### src/rtl/pmem_fetch_ctrl.sv
// Instruction-fetch sequencer: owns the PC, addresses the combinational program memory and
// fills the IF/ID register, with stall hold, branch redirect/flush, HALT detection and drain.
module pmem_fetch_ctrl #(
  parameter int                 ADDR_W       = 4,
  parameter int                 INSTR_W      = 10,
  parameter logic [3:0]         HALT_OPCODE  = 4'b1111,
  parameter logic [INSTR_W-1:0] NOP_INSTR    = '0,
  parameter int                 DRAIN_CYCLES = 3,
  parameter bit                 WRAP_EN      = 1'b1
) (
  input  logic               clk,
  input  logic               rst_n,
  input  logic               start,
  input  logic               stall,
  input  logic               br_taken,
  input  logic [ADDR_W-1:0]  br_target,
  output logic [ADDR_W-1:0]  pmem_addr,
  input  logic [INSTR_W-1:0] pmem_instr,
  output logic [INSTR_W-1:0] ifid_instr,
  output logic [ADDR_W-1:0]  ifid_pc,
  output logic               ifid_valid,
  output logic               busy,
  output logic               halted,
  output logic [1:0]         state_dbg
);

  typedef enum logic [1:0] {
    S_IDLE  = 2'd0,
    S_RUN   = 2'd1,
    S_DRAIN = 2'd2,
    S_HALT  = 2'd3
  } state_t;

  localparam int                CNT_W      = (DRAIN_CYCLES > 1) ? $clog2(DRAIN_CYCLES) : 1;
  localparam logic [CNT_W-1:0]  DRAIN_LAST = CNT_W'(DRAIN_CYCLES - 1);
  localparam logic [ADDR_W-1:0] LAST_ADDR  = '1;

  state_t            state;
  logic [ADDR_W-1:0] pc;
  logic [CNT_W-1:0]  drain_cnt;
  logic              fetch_halt;
  logic              fetch_end;

  assign pmem_addr  = pc;
  assign fetch_halt = (pmem_instr[INSTR_W-1 -: 4] == HALT_OPCODE);
  // Without wrap, fetching the last address ends the program exactly like a HALT word.
  assign fetch_end  = (WRAP_EN == 1'b0) && (pc == LAST_ADDR);

  assign busy      = (state == S_RUN) || (state == S_DRAIN);
  assign halted    = (state == S_HALT);
  assign state_dbg = state;

  // ifid_valid qualifies ifid_instr/ifid_pc: decode may consume IF/ID only on cycles where it is 1.
  always_ff @(posedge clk or negedge rst_n) begin
    if (!rst_n) begin
      state      <= S_IDLE;
      pc         <= '0;
      ifid_instr <= NOP_INSTR;
      ifid_pc    <= '0;
      ifid_valid <= 1'b0;
      drain_cnt  <= '0;
    end else begin
      case (state)
        S_IDLE, S_HALT: begin
          if (start) begin
            state <= S_RUN;
            pc    <= '0;
          end
        end

        S_RUN: begin
          if (br_taken) begin
            pc         <= br_target;
            ifid_instr <= NOP_INSTR;
            ifid_valid <= 1'b0;
          end else if (!stall) begin
            ifid_instr <= pmem_instr;
            ifid_pc    <= pc;
            ifid_valid <= 1'b1;
            if (fetch_halt || fetch_end) begin
              state     <= S_DRAIN;
              drain_cnt <= '0;
            end else begin
              pc <= pc + 1'b1;
            end
          end
        end

        S_DRAIN: begin
          // An older branch still in flight can resolve here and restart fetch.
          if (br_taken) begin
            pc         <= br_target;
            ifid_instr <= NOP_INSTR;
            ifid_valid <= 1'b0;
            drain_cnt  <= '0;
            state      <= S_RUN;
          end else if (!stall) begin
            ifid_instr <= NOP_INSTR;
            ifid_valid <= 1'b0;
            if (drain_cnt == DRAIN_LAST) begin
              drain_cnt <= '0;
              state     <= S_HALT;
            end else begin
              drain_cnt <= drain_cnt + 1'b1;
            end
          end
        end

        default: state <= S_IDLE;
      endcase
    end
  end

endmodule

### config.mk
export PLATFORM = sky130hd
export DESIGN_NAME = pmem_fetch_ctrl
export DESIGN_NICKNAME = d
export VERILOG_FILES = /design/src/rtl/pmem_fetch_ctrl.sv
export SDC_FILE = /design/constraint.sdc
export NUM_CORES = 1
export LEC_CHECK = 0
export BUFFER_PORTS_ARGS = -buffer_cell sky130_fd_sc_hd__buf_4
export CAP_MARGIN = 20
export CORE_MARGIN = 2
export CORE_UTILIZATION = 48
export DETAILED_ROUTE_END_ITERATION = 10
export PLACE_DENSITY = 0.84
export SLEW_MARGIN = 0
export SYNTH_ARGS = -nofsm -noshare
export SYNTH_HDL_FRONTEND = slang
export SYNTH_SLANG_ARGS = --single-unit
export TNS_END_PERCENT = 100
### constraint.sdc
create_clock -name clk -period 2.02 [get_ports clk]
set_input_delay 0.101 -clock clk [delete_from_list [all_inputs] [get_ports clk]]
set_output_delay 0.101 -clock clk [all_outputs]
set_load 0.01 [all_outputs]
==> results.md <==
- The share of synthesized area in the top cell type comes to 0.490.
- The number of enable-type register cells in the synthesized netlist is 0.
- Dividing the detail-routed wire length by the instance count gives ~16 um.
- The finished layout holds ~180 standard cells, fillers aside.
- After synthesis the netlist holds a flip-flop and latch count of 23.
- Between clock sinks in the finished design, the worst skew comes to 0.00908 ns.
- The maximum VDD drop is a little under 0.8 mV.
- Port buffering added 41 buffers.
- The latest clock arrival within the worst-skew pair is 0.32 ns.
- From bottom edge to top edge, the die measures about 53 um.
- The startpoint of the most critical hold path is pmem_instr[6].
- In this run the standard cell core region covers approximately 2300 sq um.
- The repair_antennas step left the layout with diodes totalling 0.
- Dividing the synthesized area by the synthesized cell count gives 12.2 sq um.
- The start of the worst register-to-register path is state_dbg[1].
- Of all flip-flops after synthesis, the portion carrying an async set or reset was 1.00.
- The clock period minus final worst setup slack is between 1.5 and 2 ns.
- For this run, the post-layout net count is between 150 and 200.
- The number of global-route vias before repair is slightly below 1000.
- The final number of hold-violating endpoints is 0.
- Clock tree synthesis selected as its root buffer the cell sky130_fd_sc_hd__clkbuf_4.
- The kind of capture point of the worst setup path is a flip-flop.
- The CTS H-tree depth is 1.
- The transition at the pin with the smallest max-transition slack is 0.369 ns.
- The Yosys step of the flow raised 0 warnings.
- Setup repair after global routing left no endpoint under its margin.
- Derived from the worst setup path, the maximum achievable clock frequency is approximately 540 MHz.
- The max-slew violation total from the final report is 0.
- For this run, the total global-route usage over all layers was measured as 0.221.
- The maximum number of pins on one net before global-route repair is 24.
- Across all setup checks in the final design, the least slack found is between 0.15 and 0.2 ns.
- In the post-synthesis netlist, the biggest area contributors are sky130_fd_sc_hd__dfrtp_1, sky130_fd_sc_hd__a22o_1, sky130_fd_sc_hd__mux2_1, sky130_fd_sc_hd__ha_1, sky130_fd_sc_hd__mux2_4.
- The hold-critical path endpoint is ifid_instr[6].
- The residual antenna-violating net count after detailed routing is 0.
- At the end of routability-driven placement, the weighted congestion stood at ~0.75.
- The worst hold path was traced through 2 stages.
- Across all register-to-register paths, the minimum setup slack is ~0.16 ns.
- The die is between 50 and 60 um wide.
- No sink is reached through more buffers than the 2 on the longest clock path.
- STA puts the critical path data required time at 2.23 ns.
- The total global routing overflow is 0.
- Of all nets on the critical path, the largest fanout is 8.
- The number of clock buffers added by TritonCTS is 3.
- The overall routed net length is approximately 2800 um.
- The initialized floorplan defines 17 standard-cell rows.
- The buffers inserted during post-CTS setup optimization is 0.
- The largest total area in the synthesized netlist belongs to sky130_fd_sc_hd__dfrtp_1.
- The area of the mapped netlist is 1170 sq um.
- The final setup violation count is 0.
- The worst register-to-register path ends at ifid_pc[1].
- The first detailed-routing pass took 4 iterations.
- The library cell used most frequently in the layout, excluding fill and tap cells, is sky130_fd_sc_hd__buf_4.
- Across the run, the number of max-cap violations was 0.
- In the layout the commonest cells are sky130_fd_sc_hd__buf_4, sky130_fd_sc_hd__dfrtp_1, sky130_fd_sc_hd__a22o_1.
- In the routed layout, each cell is associated on average with a via count of 5.54.
- The final worst-path cycle share is 0.920.
- The number of gates resized after cts is 0.
- The number of instances in the synthesized netlist is 96.
- TritonCTS built the clock tree.
- The layout-stage area growth over the synthesis result is 38.1%.
- The power density of the placed cells is approximately 1400 nW/um^2.
- The number of different library cells used by synthesis comes to 35.
- The worst min-delay path category is in2reg.
- Among all flip-flop cells after synthesis, the most frequent one is sky130_fd_sc_hd__dfrtp_1.
- The register clock-pin slew on the reported worst setup and hold paths is about 0.14 ns.
- The worst pin sits at a relative slew slack of 0.753.
- Summing internal, switching and leakage power gives ~2.2 mW.
- The global-route wire length before repair is roughly 4600 um.
- The I/O pin count is between 40 and 50.
- The violation count after the first detailed-routing iteration is 11.
- The proportion of synthesized chip area in sequential cells is 0.490.
- The overall via count from detail_route is 970.
- The number of nets in the synthesized netlist is 120.
- For this design, the sink count on the clock tree is 23.
- The initial core utilization is 0.521.
- The instance count after placement with tap cells included is around 160.
- The accumulated negative setup slack is 0 ns.
- Before CTS, the worst setup slack after placement is between 0.15 and 0.2 ns.
- By startpoint and endpoint, the worst setup path is classified as reg2reg.
- The post-route DRC violation count is 0.
- The flow ran to the end, and the final reports show no timing, DRC or antenna violations.
- In the final layout, the share of cells above drive strength 1 is 0.388.
- The number of antenna violations at the first check in global routing was 0.
- The die covers ~2900 sq um.
- For this design the static power due to leakage is just over 0.8 nW.
- For the worst flop-to-flop path, the logic depth is 5.
- Detailed placement finished with a half-perimeter wire length of 2080 um.
- The data arrival at the endpoint of the critical path is ~2.1 ns.
- The worst setup path is launched from a flip-flop.
[power breakdown]
part | internal (mW) | total (mW) | leakage, nW | switching, mW
Combinational | 0.611 | 1.17 | 0.505 | 0.562
Sequential | 0.636 | 0.794 | 0.307 | 0.158
Clock | 0.0757 | 0.227 | 0.0139 | 0.151
Total | 1.32 | 2.19 | 0.825 | 0.871
[worst max-delay path, stage by stage, from the launching register on]
cell,delay (ns)
sky130_fd_sc_hd__dfrtp_1,0.45
sky130_fd_sc_hd__inv_1,0.12
sky130_fd_sc_hd__ha_1,0.34
sky130_fd_sc_hd__inv_2,0.13
sky130_fd_sc_hd__nor3_2,0.35
sky130_fd_sc_hd__mux2_1,0.36
[layout make-up]
cell class / instances / area (sq um)
Fill cell: 171 / 632
Sequential cell: 23 / 576
Multi-Input combinational cell: 62 / 547
Timing Repair Buffer: 52 / 413
Tap cell: 28 / 35.0
Clock buffer: 3 / 22.5
Inverter: 6 / 22.5
Clock inverter: 1 / 7.51
[flip-flops by register name, indices dropped and copies added (netlist names)]
signal / cells
drain_cnt: 2
state_dbg: 2
pmem_addr: 4
ifid_pc: 4
ifid_valid: 1
ifid_instr: 10
[synth_stat cells, types with 2 or more instances]
cell                        number
sky130_fd_sc_hd__mux2_4          2
sky130_fd_sc_hd__inv_2           2
sky130_fd_sc_hd__dfrtp_1        23
sky130_fd_sc_hd__a21o_1          2
sky130_fd_sc_hd__a22o_1         10
sky130_fd_sc_hd__ha_1            5
sky130_fd_sc_hd__a21oi_1         4
sky130_fd_sc_hd__o2bb2ai_1       2
sky130_fd_sc_hd__buf_4           2
sky130_fd_sc_hd__buf_2           3
sky130_fd_sc_hd__nand2_1         2
sky130_fd_sc_hd__nand2b_1        2
sky130_fd_sc_hd__nor2_1          4
sky130_fd_sc_hd__inv_1           4
sky130_fd_sc_hd__o21ai_0         3
sky130_fd_sc_hd__mux2_1          7
[layer usage]
| layer | global-route usage | routed length, um | up-vias | share of wire |
|---|---|---|---|---|
| met5 | 0 | 0 | - | 0 |
| met4 | 0.0556 | 27 | 0 | 0.0096 |
| li1 | - | - | 457 | - |
| met3 | 0.0282 | 137 | 4 | 0.048 |
| met1 | 0.266 | 1140 | 474 | 0.40 |
| met2 | 0.407 | 1520 | 35 | 0.54 |
[metrics by stage]
| step | instance area, sq um | util | hold slack [ns] |
|---|---|---|---|
| 5_1_grt | 1620 | 0.720 | 0.00964 |
| 2_1_floorplan | 1170 | - | -0.195 |
| 6_report | 1620 | 0.720 | 0.00587 |
| 4_1_cts | 1600 | 0.711 | 0.00270 |
| 3_3_place_gp | 1500 | 0.666 | 0.00349 |
| 3_5_place_dp | 1500 | 0.666 | 0.0115 |
[kinds of logic (layout without fill, tap and decap cells)]
family | count (synthesis) | count (layout) | share of synthesized area
and+or+nand+nor | 15 | 15 | 0.0863
AOI/OAI and AO/OA | 31 | 31 | 0.217
buffers and inverters | 11 | 62 | 0.0447
DFF | 23 | 23 | 0.490
xor gates and xnor gates | 1 | 1 | 0.00746
adders and majority gates | 5 | 5 | 0.0532
muxes | 10 | 10 | 0.101
[repair_timing]
action	4_1_cts	5_1_grt
hold buffers	7	2
setup endpoints to repair	0	0
endpoints found under the hold margin	29	2
[worst max-delay path by stage]
stage	startpoint	to	slack [ns]	cells past startpoint
finish	state_dbg[1]	ifid_pc[1]	0.16	5
global placement	state_dbg[1]	ifid_pc[3]	0.27	5
floorplan	state_dbg[0]	state_dbg[1]	0.30	6
detailed placement	state_dbg[1]	ifid_pc[2]	0.18	5
global route	state_dbg[1]	ifid_pc[2]	0.02	5
CTS	state_dbg[1]	ifid_pc[1]	0.16	5
No activity file was read; power rests on OpenSTA's default activity.
